===== config.mk =====
export PLATFORM = sky130hd
export DESIGN_NAME = branch_redirect_unit
export DESIGN_NICKNAME = d
export VERILOG_FILES = /design/src/rtl/branch_redirect_unit.sv
export SDC_FILE = /design/constraint.sdc
export NUM_CORES = 1
export LEC_CHECK = 0
export CAP_MARGIN = 15
export CORE_MARGIN = 2
export CORE_UTILIZATION = 35
export CTS_CLUSTER_SIZE = 8
export DETAILED_ROUTE_END_ITERATION = 16
export PLACE_DENSITY = 0.78
export SYNTH_ARGS = -nofsm -noshare
export SYNTH_HDL_FRONTEND = slang
export SYNTH_SLANG_ARGS = --single-unit

===== constraint.sdc =====
create_clock -name clk -period 1.2 [get_ports clk]
set_input_delay 0.18 -clock clk [delete_from_list [all_inputs] [get_ports clk]]
set_output_delay 0.18 -clock clk [all_outputs]
set_load 0.02 [all_outputs]

===== src/rtl/branch_redirect_unit.sv =====
// ---------------------------------------------------------------------------
// branch_redirect_unit
//
// Purpose:
//   Turns a resolved EX-stage branch or jump into a PC redirect and pipeline
//   flushes. If fetch cannot take the PC load (if_ready=0), the halfword-
//   aligned target is held in a pending register. The unit then waits in
//   PENDING until fetch is ready.
//
// Configuration:
//   BRANCH_STATS_EN - when defined, builds saturating 32-bit counters for
//                     resolved branches and taken branches/jumps. When the
//                     macro is not defined, both statistics outputs are
//                     tied to 0.
//
// Ports:
//   clk, reset     - clock and synchronous active-high reset
//   ex_valid       - EX stage holds a live instruction
//   ex_is_branch   - EX instruction is a conditional branch
//   ex_is_jump     - EX instruction is jal/jalr
//   Branch         - branch condition result
//   ex_target      - computed target address (bit 0 is discarded)
//   if_ready       - fetch accepts a PC load this cycle
//   pc_redirect    - load redirect_pc into the PC
//   redirect_pc    - redirect address (bit 0 always 0)
//   flush_fd       - squash IF/ID
//   flush_de       - squash ID/EX
//   busy           - a redirect is pending
//   stat_branches  - resolved branch count
//   stat_taken     - taken branch/jump count
// ---------------------------------------------------------------------------
module branch_redirect_unit (
  input  logic        clk,
  input  logic        reset,
  input  logic        ex_valid,
  input  logic        ex_is_branch,
  input  logic        ex_is_jump,
  input  logic        Branch,
  input  logic [31:0] ex_target,
  input  logic        if_ready,
  output logic        pc_redirect,
  output logic [31:0] redirect_pc,
  output logic        flush_fd,
  output logic        flush_de,
  output logic        busy,
  output logic [31:0] stat_branches,
  output logic [31:0] stat_taken
);

  typedef enum logic [0:0] {
    IDLE    = 1'b0,
    PENDING = 1'b1
  } state_t;

  state_t      state_q, state_d;
  logic [31:0] pend_q, pend_d;
  logic        take_s;
  logic [31:0] tgt_s;

  // A jump wins over a simultaneous branch flag, so branch+jump always counts as taken.
  assign take_s = ex_valid & (ex_is_jump | (ex_is_branch & Branch));
  assign tgt_s  = {ex_target[31:1], 1'b0};

  // Next-state logic and redirect/flush outputs.
  // These outputs are combinational: a ready fetch must see the redirect in the same cycle.
  always_comb begin
    state_d     = state_q;
    pend_d      = pend_q;
    pc_redirect = 1'b0;
    redirect_pc = 32'h0000_0000;
    flush_fd    = 1'b0;
    flush_de    = 1'b0;
    busy        = 1'b0;
    if (reset) begin
      state_d = IDLE;
      pend_d  = 32'h0000_0000;
    end else begin
      case (state_q)
        IDLE: begin
          redirect_pc = tgt_s;
          if (take_s) begin
            flush_fd    = 1'b1;
            flush_de    = 1'b1;
            pc_redirect = if_ready;
            if (!if_ready) begin
              state_d = PENDING;
              pend_d  = tgt_s;
            end else begin
              state_d = IDLE;
            end
          end else begin
            state_d = IDLE;
          end
        end
        PENDING: begin
          // New takes are ignored here.
          // The wrong-path instruction in IF/ID is squashed by holding flush_fd high.
          busy        = 1'b1;
          redirect_pc = pend_q;
          pc_redirect = if_ready;
          flush_fd    = 1'b1;
          if (if_ready) begin
            state_d = IDLE;
          end else begin
            state_d = PENDING;
          end
        end
        default: begin
          state_d = IDLE;
        end
      endcase
    end
  end

  // State and pending-target registers
  always_ff @(posedge clk) begin
    if (reset) begin
      state_q <= IDLE;
      pend_q  <= 32'h0000_0000;
    end else begin
      state_q <= state_d;
      pend_q  <= pend_d;
    end
  end

`ifdef BRANCH_STATS_EN
  logic [31:0] stat_branches_q;
  logic [31:0] stat_taken_q;

  // Saturating statistics counters; they only count while IDLE, so events ignored in PENDING are not counted
  always_ff @(posedge clk) begin
    if (reset) begin
      stat_branches_q <= 32'h0000_0000;
      stat_taken_q    <= 32'h0000_0000;
    end else begin
      if ((state_q == IDLE) && ex_valid && ex_is_branch &&
          (stat_branches_q != 32'hFFFF_FFFF)) begin
        stat_branches_q <= stat_branches_q + 32'd1;
      end else begin
        stat_branches_q <= stat_branches_q;
      end
      if ((state_q == IDLE) && take_s && (stat_taken_q != 32'hFFFF_FFFF)) begin
        stat_taken_q <= stat_taken_q + 32'd1;
      end else begin
        stat_taken_q <= stat_taken_q;
      end
    end
  end

  assign stat_branches = stat_branches_q;
  assign stat_taken    = stat_taken_q;
`else
  assign stat_branches = 32'h0000_0000;
  assign stat_taken    = 32'h0000_0000;
`endif

endmodule


; Yosys cells after proc, flatten, opt, wreduce, memory -nomap -nowiden
; Index checks and enable logic that the tools add are counted.
[classes]
bitwise_logic = 5
muxes = 15
reduce_logical = 1
[ops]
columns = op, count
row1 = $pmux W32 S2, 1
row2 = $mux W32, 1
row3 = $mux W1, 10
row4 = $pmux W1 S2, 3
row5 = $reduce_and A3 Y1, 1
row6 = $and A1 B1 Y1, 2
row7 = $not A1 Y1, 2
row8 = $or A1 B1 Y1, 1
[totals]
out_inout_bits = 100
inputBits = 39
regBits = 32

; Logic depth before layout (Yosys ltp)
; Gate-level depths: netlist (run 1).
[logic_depth]
ltp_word = 6
mapped_depth = 4
ltp_nobuf = 3

; Worst setup path before layout (run 1)
; No wires, ideal clock.
[synth_path]
path_type = register to output
start = register state_q
end = output flush_de
setup_slack_ps = -394
required_ps = 1020
t_arrival_ps = 1414
stages_incl_launch_ff = 4
n_path_buf = 2
path_cell_list = dfxtp_1 > buf_6 > buf_2 > nor4b_1
[synth_between]
elab_chain_cells = 2
[synth_rtl]
columns = element, line
row1 = "start, declared", 55  ; state_t state_q, state_d;
row2 = "start signal, assigned", 121  ; state_q <= state_d;
row3 = $mux W1, 78  ; case (state_q)
row4 = $mux W1, 74  ; if (reset) begin
row5 = "end, declared", 44  ; output logic flush_de,
; Every way passes these cells.

; Final worst setup path (run 1)
[layout_path]
start = register state_q
end = register pend_q[21]
[layout_between]
elab_chain_cells = 2
[layout_rtl]
columns = element, line
row1 = $not A1 Y1, n/a
row2 = $reduce_and A3 Y1 (no source line), n/a
row3 = "end signal, assigned", 122  ; pend_q <= pend_d;
row4 = "end, declared", 56  ; logic [31:0] pend_q, pend_d;
; Every way passes these cells.
; A chain may end at the register's enable or synchronous reset.

==> tab_implementation.tex, run 1 <==
\begin{tabular}{lr}
\hline
Metric & Value \\
\hline
\multicolumn{2}{l}{\textbf{Synthesis}} \\
Share of the synthesized area in the top cell type & 26.4\% \\
Complex-gate fraction of the synthesized area & 0.515\% \\
Cell taking the most area after synthesis & sky130\_fd\_sc\_hd\_\_dfxtp\_1 \\
Share of the yosys chip area belonging to registers & 26.4\% \\
Number of warning messages in the yosys log & 0 \\
Post-synthesis cell type count & 15 \\
Post-synthesis instance area & 2430 um\^{}2 \\
Share of synthesized area spent on multiplexers & 25.5\% \\
Adder-cell share of the synthesized area & 0\% \\
Synth Area in XOR/XNOR & 0\% \\
Avg Inst Size Synth & 8.74 um\^{}2 \\
Main combinational cell family by area after synthesis & multiplexers \\
Share of synthesized cell area in and, or, nand and nor gates & 23.1\% \\
Top post-synthesis cells by area & sky130\_fd\_sc\_hd\_\_dfxtp\_1 26\%, sky130\_fd\_sc\_hd\_\_mux2i\_1 26\%, sky130\_fd\_sc\_hd\_\_buf\_4 20\%, sky130\_fd\_sc\_hd\_\_nand2b\_1 16\%, sky130\_fd\_sc\_hd\_\_nor2\_1 4.8\% \\
Gate count of the mapped netlist & 278 \\
Flip-flop and latch count after synthesis & 32 \\
\multicolumn{2}{l}{\textbf{Worst setup path}} \\
Critical Path End Type & flip-flop \\
Slowest cell delay on critical path & 0.37 ns \\
Master of the slowest instance on the critical path & sky130\_fd\_sc\_hd\_\_dfxtp\_4 \\
Ordered cell list for the critical path & buf\_12 -> buf\_6 -> nor4b\_4 -> buf\_6 -> buf\_12 -> buf\_12 -> mux2i\_1 \\
Kind of start point of the critical path & flip-flop \\
Largest fanout of any net on the critical path & 7 \\
Sum of buffers and inverters on the critical path & 5 \\
Worst r2r dst & pend\_q[21] \\
Worst reg2reg path startpoint & state\_q \\
Family of cells with the greatest summed delay on the critical path & buffers and inverters \\
Cell with the most instances on the worst path & sky130\_fd\_sc\_hd\_\_buf\_12 \\
CP required & 1.40 ns \\
Worst reg-to-reg setup slack & -0.40 ns \\
Arrival time worst endpoint & 1.80 ns \\
Kind of critical path & reg -> reg \\
Number of cell instances on the worst register-to-register path & 7 \\
\multicolumn{2}{l}{\textbf{Timing}} \\
Final hold violation count & 0 \\
Hold slack & 0.474 ns \\
Fmax & 627 MHz \\
TNS Setup & -20.58 ns \\
Final setup skew & 0.00549 ns \\
Final Worst Setup Slack & -0.396 ns \\
Min Tclk post-route & 1.60 ns \\
RSZ-0062 raised after global routing & yes \\
Fin crit share & 133\% \\
Slew Viols, Final & 0 \\
Count of endpoints failing setup in the final report & 66 \\
\multicolumn{2}{l}{\textbf{Detailed routing}} \\
DRC violations left & 0 \\
Post-detailed-route count of antenna-violating nets & 0 \\
TritonRoute pass-1 iters & 4 \\
Mean routed wirelength per cell & 12.0 um \\
Total length of routed wires & 5410 um \\
1st-iter DRT viols & 50 \\
Total via count after detailed routing & 1920 \\
Detailed-route vias per instance & 4.26 \\
\multicolumn{2}{l}{\textbf{Global route}} \\
Pin count of the biggest net entering global routing & 34 \\
Vias in the first global route & 1688 \\
Global-route wire length before repair & 7850 um \\
Overall routing resource usage & 13.2\% \\
Initial antenna violation count & 0 \\
Total congestion overflow after global routing & 0 \\
\multicolumn{2}{l}{\textbf{Floorplan}} \\
\# IOs & 139 \\
Total core area & 6760 um\^{}2 \\
Placement row count & 30 \\
Die width & 87.3 um \\
Area enclosed by the die boundary & 7620 um\^{}2 \\
Initial core utilization & 36.0\% \\
Die Height & 87.3 um \\
\multicolumn{2}{l}{\textbf{Clocking}} \\
Clock tree from TritonCTS & yes \\
Number of clock sinks & 32 \\
Clock buffer count from CTS & 5 \\
Clock input transition at the sequential cells of the worst setup and hold paths & 0.07 ns \\
Maximum level of the CTS H-tree & 2 \\
Buffer type at the clock tree root & sky130\_fd\_sc\_hd\_\_clkbuf\_8 \\
Clock latency on the worst-skew pair & 0.28 ns \\
Number of hold-repair buffers added at the cts stage & 0 \\
Maximum buffer depth of the clock tree & 2 \\
\multicolumn{2}{l}{\textbf{Placed design}} \\
RD Place Congestion & 0.709 \\
Number of port buffers & 72 \\
Post-DP HPWL & 3470 um \\
\multicolumn{2}{l}{\textbf{Power}} \\
Leakage dissipation & 1.50 nW \\
Cell area power density & 830 nW/um\^{}2 \\
VDD IR-drop max & 0.566 mV \\
\multicolumn{2}{l}{\textbf{Finish}} \\
Sequential cell area in the final layout & 644 um\^{}2 \\
Area growth from synthesis to final layout & 49.0\% \\
Area of combinational cells with multiple inputs & 1690 um\^{}2 \\
Count of fill cells added during filler insertion & 611 \\
Layout cells sized above 1 & 34.5\% \\
Count of antenna diodes in the layout & 0 \\
Final net count & 410 \\
\multicolumn{2}{l}{\textbf{Run status}} \\
Violated checks & negative setup slack \\
Status & finished with violations \\
\multicolumn{2}{l}{\textbf{Run}} \\
Count of maximum capacitance violations & 0 \\
\multicolumn{2}{l}{\textbf{Worst hold path}} \\
Hold endpoint & pend\_q[25] \\
Worst hold stages & 2 \\
Path category of the worst min-delay check & reg -> reg \\
Source of the worst hold timing path & pend\_q[25] \\
\hline
\end{tabular}
==> routing by layer <==
| layer | vias to the layer above | global-route usage (%) | share of wire (%) |
|---|---|---|---|
| met5 | - | 0 | 0 |
| met2 | 88 | 21.6 | 49 |
| met1 | 879 | 16.6 | 42 |
| met3 | 7 | 3.51 | 7.1 |
| li1 | 946 | - | - |
| met4 | 0 | 5.03 | 1.5 |
==> worst max-delay path by stage <==
stage	cells past startpoint	slack, ns	start	to
after floorplan	4	-0.05	state_q	pend_q[10]
after global placement	5	-0.69	ex_is_branch	pc_redirect
after detailed placement	5	-0.72	Branch	pc_redirect
after CTS	4	-0.45	state_q	redirect_pc[12]
after global routing	7	-0.48	state_q	pend_q[21]
final	7	-0.40	state_q	pend_q[21]
==> worst reg2reg max path, stage by stage (launching register included) <==
cell                      delay, ns
sky130_fd_sc_hd__dfxtp_4       0.37
sky130_fd_sc_hd__buf_12        0.14
sky130_fd_sc_hd__buf_6         0.11
sky130_fd_sc_hd__nor4b_4       0.28
sky130_fd_sc_hd__buf_6         0.17
sky130_fd_sc_hd__buf_12        0.12
sky130_fd_sc_hd__buf_12        0.12
sky130_fd_sc_hd__mux2i_1       0.20
==> final cells by class <==
class	instances	share of cell area, %
Tap cell	80	2.76
Clock buffer	6	2.00
Sequential cell	32	17.8
Timing Repair Buffer	104	30.7
Multi-Input combinational cell	228	46.6
Clock inverter	1	0.138
==> cell families after synthesis <==
logic type,Yosys count
simple gates,99
mux,62
compound gates,2
buf+inv,82
other cells,1
flops,32
==> power by group <==
group | internal (W) | switching [W] | total, W
sequential | 0.00111 | 0.0000342 | 0.00114
clock | 0.000394 | 0.000382 | 0.000776
combinational | 0.000517 | 0.000573 | 0.00109
total | 0.00202 | 0.000989 | 0.00301
==> cells in the final DEF, fill, tap and decap left out <==
cell type and n:
sky130_fd_sc_hd__a21oi_4 1, sky130_fd_sc_hd__and2_4 1, sky130_fd_sc_hd__buf_12 10, sky130_fd_sc_hd__buf_16 1, sky130_fd_sc_hd__buf_2 10, sky130_fd_sc_hd__buf_4 18
sky130_fd_sc_hd__buf_6 25, sky130_fd_sc_hd__buf_8 2, sky130_fd_sc_hd__clkbuf_1 1, sky130_fd_sc_hd__clkbuf_16 1, sky130_fd_sc_hd__clkbuf_2 1, sky130_fd_sc_hd__clkbuf_8 5
sky130_fd_sc_hd__clkdlybuf4s50_1 33, sky130_fd_sc_hd__clkinv_2 1, sky130_fd_sc_hd__conb_1 65, sky130_fd_sc_hd__dfxtp_1 31, sky130_fd_sc_hd__dfxtp_4 1, sky130_fd_sc_hd__dlygate4sd2_1 3
sky130_fd_sc_hd__mux2i_1 44, sky130_fd_sc_hd__mux2i_2 11, sky130_fd_sc_hd__mux2i_4 7, sky130_fd_sc_hd__nand2b_1 63, sky130_fd_sc_hd__nor2_1 2, sky130_fd_sc_hd__nor2_2 29
sky130_fd_sc_hd__nor2b_1 1, sky130_fd_sc_hd__nor2b_4 1, sky130_fd_sc_hd__nor4b_4 2, sky130_fd_sc_hd__o21bai_4 1
==> Yosys cell counts, drive strengths merged <==
master	number
a21oi	1
and2	1
buf	76
clkbuf	6
conb	1
dfxtp	32
mux2i	62
nand2b	63
nor2	31
nor2b	2
nor4b	2
o21bai	1
==> timing repair <==
| action | in CTS | in global routing |
|---|---|---|
| gates resized for setup | 167 | 65 |
| pin swaps | 2 | 3 |
| endpoints found under the hold margin | 0 | 0 |
| buffers inserted | 7 | 11 |
| setup endpoints to repair | 66 | 66 |
| gates cloned | 4 | 1 |
==> sequential cells by signal (all words and copies together) (netlist names) <==
| register | count |
|---|---|
| pend_q | 31 |
| state_q | 1 |
==> through the flow <==
step / setup WS [ns] / power (W) / utilization (%) / cell area, um^2 / instances
2_1_floorplan: -0.0467 / 0.00191 / - / 2780 / 342
3_5_place_dp: -0.722 / 0.00209 / 46.5 / 3140 / 425
6_report: -0.396 / 0.00301 / 53.6 / 3620 / 451
4_1_cts: -0.449 / 0.00291 / 48.8 / 3290 / 442
3_3_place_gp: -0.689 / 0.00208 / 46.5 / 3140 / 425
5_1_grt: -0.481 / 0.00319 / 53.6 / 3620 / 451
Note: power is estimated with default switching activity, not from simulation.
==> run 2: changes to the inputs <==
--- a/config.mk
+++ b/config.mk
@@ -11,6 +11,7 @@
 export CTS_CLUSTER_SIZE = 8
 export DETAILED_ROUTE_END_ITERATION = 16
 export PLACE_DENSITY = 0.78
+export SETUP_SLACK_MARGIN = 0.1
 export SYNTH_ARGS = -nofsm -noshare
 export SYNTH_HDL_FRONTEND = slang
 export SYNTH_SLANG_ARGS = --single-unit
==> run 2 against run 1 <==
The flow still finishes with violations (negative setup slack). Global-route usage rose by 0.74 points. Die area stayed put. First-iteration DRC count decreased by 24%. Sequential share of layout area is 0.067 points lower. Final cell count up 0.22%. Combinational power is essentially flat. Maximum frequency increased by 2.4%. Largest cell class unchanged.
==> tab_implementation.tex, run 2 (synthesized netlist as in run 1, its figures left out) <==
\begin{tabular}{lr}
\hline
Metric & Value \\
\hline
\multicolumn{2}{l}{\textbf{Run status}} \\
Status & finished with violations \\
Violated checks & negative setup slack \\
\multicolumn{2}{l}{\textbf{Placed design}} \\
Cell Area, Placed & 3250 um\^{}2 \\
RD Place Congestion & 0.732 \\
Post-DP HPWL & 3800 um \\
Number of port buffers & 72 \\
Post-placement worst setup slack & -0.775 ns \\
\multicolumn{2}{l}{\textbf{Timing}} \\
Final setup skew & 0.0108 ns \\
Fmax & 642 MHz \\
Hold slack & 0.476 ns \\
Min Tclk post-route & 1.56 ns \\
Slew Viols, Final & 0 \\
Count of endpoints failing setup in the final report & 66 \\
Final Worst Setup Slack & -0.359 ns \\
Fin crit share & 130\% \\
TNS Setup & -18.50 ns \\
Final hold violation count & 0 \\
RSZ-0062 raised after global routing & yes \\
\multicolumn{2}{l}{\textbf{Clocking}} \\
Buffer type at the clock tree root & sky130\_fd\_sc\_hd\_\_clkbuf\_8 \\
Clock buffer count from CTS & 5 \\
Clock tree from TritonCTS & yes \\
Maximum buffer depth of the clock tree & 2 \\
Clock latency on the worst-skew pair & 0.28 ns \\
Maximum level of the CTS H-tree & 2 \\
Number of clock sinks & 32 \\
Number of hold-repair buffers added at the cts stage & 0 \\
Clock input transition at the sequential cells of the worst setup and hold paths & 0.08 ns \\
\multicolumn{2}{l}{\textbf{Finish}} \\
Summed area of non-filler cells in the final layout & 3630 um\^{}2 \\
Count of fill cells added during filler insertion & 623 \\
Final net count & 410 \\
Register bank with the most flops & pend\_q \\
Max FFs per register & 31 \\
Biggest registers after layout & pend\_q x31, state\_q x1 \\
Most common cell after layout, fill and taps aside & sky130\_fd\_sc\_hd\_\_conb\_1 \\
Layout cells sized above 1 & 33.6\% \\
Area growth from synthesis to final layout & 49.6\% \\
Commonest non-fill, non-tap cells in the layout & 65 x sky130\_fd\_sc\_hd\_\_conb\_1, 63 x sky130\_fd\_sc\_hd\_\_nand2b\_1, 50 x sky130\_fd\_sc\_hd\_\_mux2i\_1 \\
Count of antenna diodes in the layout & 0 \\
\multicolumn{2}{l}{\textbf{Worst setup path}} \\
Kind of critical path & reg -> out \\
Master of the slowest instance on the critical path & sky130\_fd\_sc\_hd\_\_dfxtp\_4 \\
Kind of start point of the critical path & flip-flop \\
Sum of buffers and inverters on the critical path & 3 \\
Largest fanout of any net on the critical path & 7 \\
Arrival time worst endpoint & 1.38 ns \\
Cell with the most instances on the worst path & sky130\_fd\_sc\_hd\_\_buf\_12 \\
Family of cells with the greatest summed delay on the critical path & flip-flops \\
Worst reg-to-reg setup slack & -0.31 ns \\
Critical Path End Type & output port \\
Ordered cell list for the critical path & buf\_12 -> buf\_12 -> mux2i\_1 -> nor2\_2 -> buf\_6 \\
Slowest cell delay on critical path & 0.41 ns \\
CP required & 1.02 ns \\
\multicolumn{2}{l}{\textbf{Power}} \\
Pint & 0.00209 W \\
Leakage dissipation & 1.51 nW \\
Net switching share of the total power & 32.7\% \\
Register share of total power & 36.6\% \\
Post-layout total power & 0.00311 W \\
Combinational share of power & 35.3\% \\
Clock network fraction of design power & 28.0\% \\
VDD IR-drop max & 0.442 mV \\
Cell area power density & 855 nW/um\^{}2 \\
Sw Pwr & 0.00102 W \\
\multicolumn{2}{l}{\textbf{Floorplan}} \\
Total core area & 6760 um\^{}2 \\
Die width & 87.3 um \\
Placement row count & 30 \\
Initial core utilization & 36.0\% \\
Die Height & 87.3 um \\
\# IOs & 139 \\
Area enclosed by the die boundary & 7620 um\^{}2 \\
\multicolumn{2}{l}{\textbf{Run}} \\
Count of maximum capacitance violations & 0 \\
\multicolumn{2}{l}{\textbf{Global route}} \\
Global-route wire length before repair & 8400 um \\
Total congestion overflow after global routing & 0 \\
Pin count of the biggest net entering global routing & 28 \\
Overall routing resource usage & 14.0\% \\
Initial antenna violation count & 0 \\
Vias in the first global route & 1825 \\
\multicolumn{2}{l}{\textbf{Detailed routing}} \\
Total length of routed wires & 5490 um \\
Post-detailed-route count of antenna-violating nets & 0 \\
Total via count after detailed routing & 1934 \\
DRC violations left & 0 \\
Mean routed wirelength per cell & 12.1 um \\
Detailed-route vias per instance & 4.28 \\
TritonRoute pass-1 iters & 4 \\
1st-iter DRT viols & 38 \\
\multicolumn{2}{l}{\textbf{Worst hold path}} \\
Path category of the worst min-delay check & reg -> reg \\
\hline
\end{tabular}
run 2: cell count changes in the layout (fill, tap and decap cells not counted), sizes merged:
cell	previous run	this run
buf	66	68
clkbuf	8	6
clkdlybuf4s50	33	35
clkinv	1	2
dlygate4sd2	3	0
dlymetal6s2s	0	1
run 2: metrics by stage:
step	instances	util (%)
CTS	451	52.4
finish	452	53.8
global route	452	53.8
detailed placement	435	48.1
floorplan	342	-
global placement	435	48.1
run 2: layout make-up:
cell class | count | area [um^2] | area share, %
Clock buffer | 6 | 82.6 | 2.27
Multi-Input combinational cell | 228 | 1640 | 45.2
Timing Repair Buffer | 104 | 1160 | 31.8
Sequential cell | 32 | 644 | 17.7
Tap cell | 80 | 100 | 2.75
Clock inverter | 2 | 10.0 | 0.275
run 2: final timing paths:
kind              start              end  depth (start not counted)
min          pend_q[31]       pend_q[31]                          2
max reg2reg     state_q        pend_q[5]                          6
min reg2reg  pend_q[31]       pend_q[31]                          2
max             state_q  redirect_pc[21]                          5
run 2: per-layer routing:
metal	vias up	track usage, %	wire length, um	share of wire (%)
met5	-	0	0	0
met4	0	4.34	85	1.5
met3	8	5.78	495	9.0
met2	97	24.0	2650	48
met1	879	15.6	2250	41
li1	950	-	-	-
run 2: what timing repair did:
item | 4_1_cts | 5_1_grt
setup endpoints to repair | 67 | 66
resized for setup | 225 | 24
pin swaps | 3 | 1
cloned | 2 | 1
setup buffers | 6 | 2
run 2: worst register-to-register path, cell delays in order (launching register included):
cell and delay [ns]:
sky130_fd_sc_hd__dfxtp_4 0.39, sky130_fd_sc_hd__buf_6 0.13, sky130_fd_sc_hd__buf_6 0.11, sky130_fd_sc_hd__nor4b_4 0.27, sky130_fd_sc_hd__buf_4 0.20, sky130_fd_sc_hd__buf_12 0.14
sky130_fd_sc_hd__mux2i_1 0.20
run 2: power groups by stage:
| stage | Clock, W | Sequential (W) | Combinational, W |
|---|---|---|---|
| floorplan | 0 | 0.00115 | 0.000766 |
| global placement | 0 | 0.00116 | 0.000961 |
| detailed placement | 0 | 0.00116 | 0.000970 |
| CTS | 0.000924 | 0.00113 | 0.00106 |
| global route | 0.000955 | 0.00114 | 0.00118 |
| finish | 0.000871 | 0.00114 | 0.00110 |
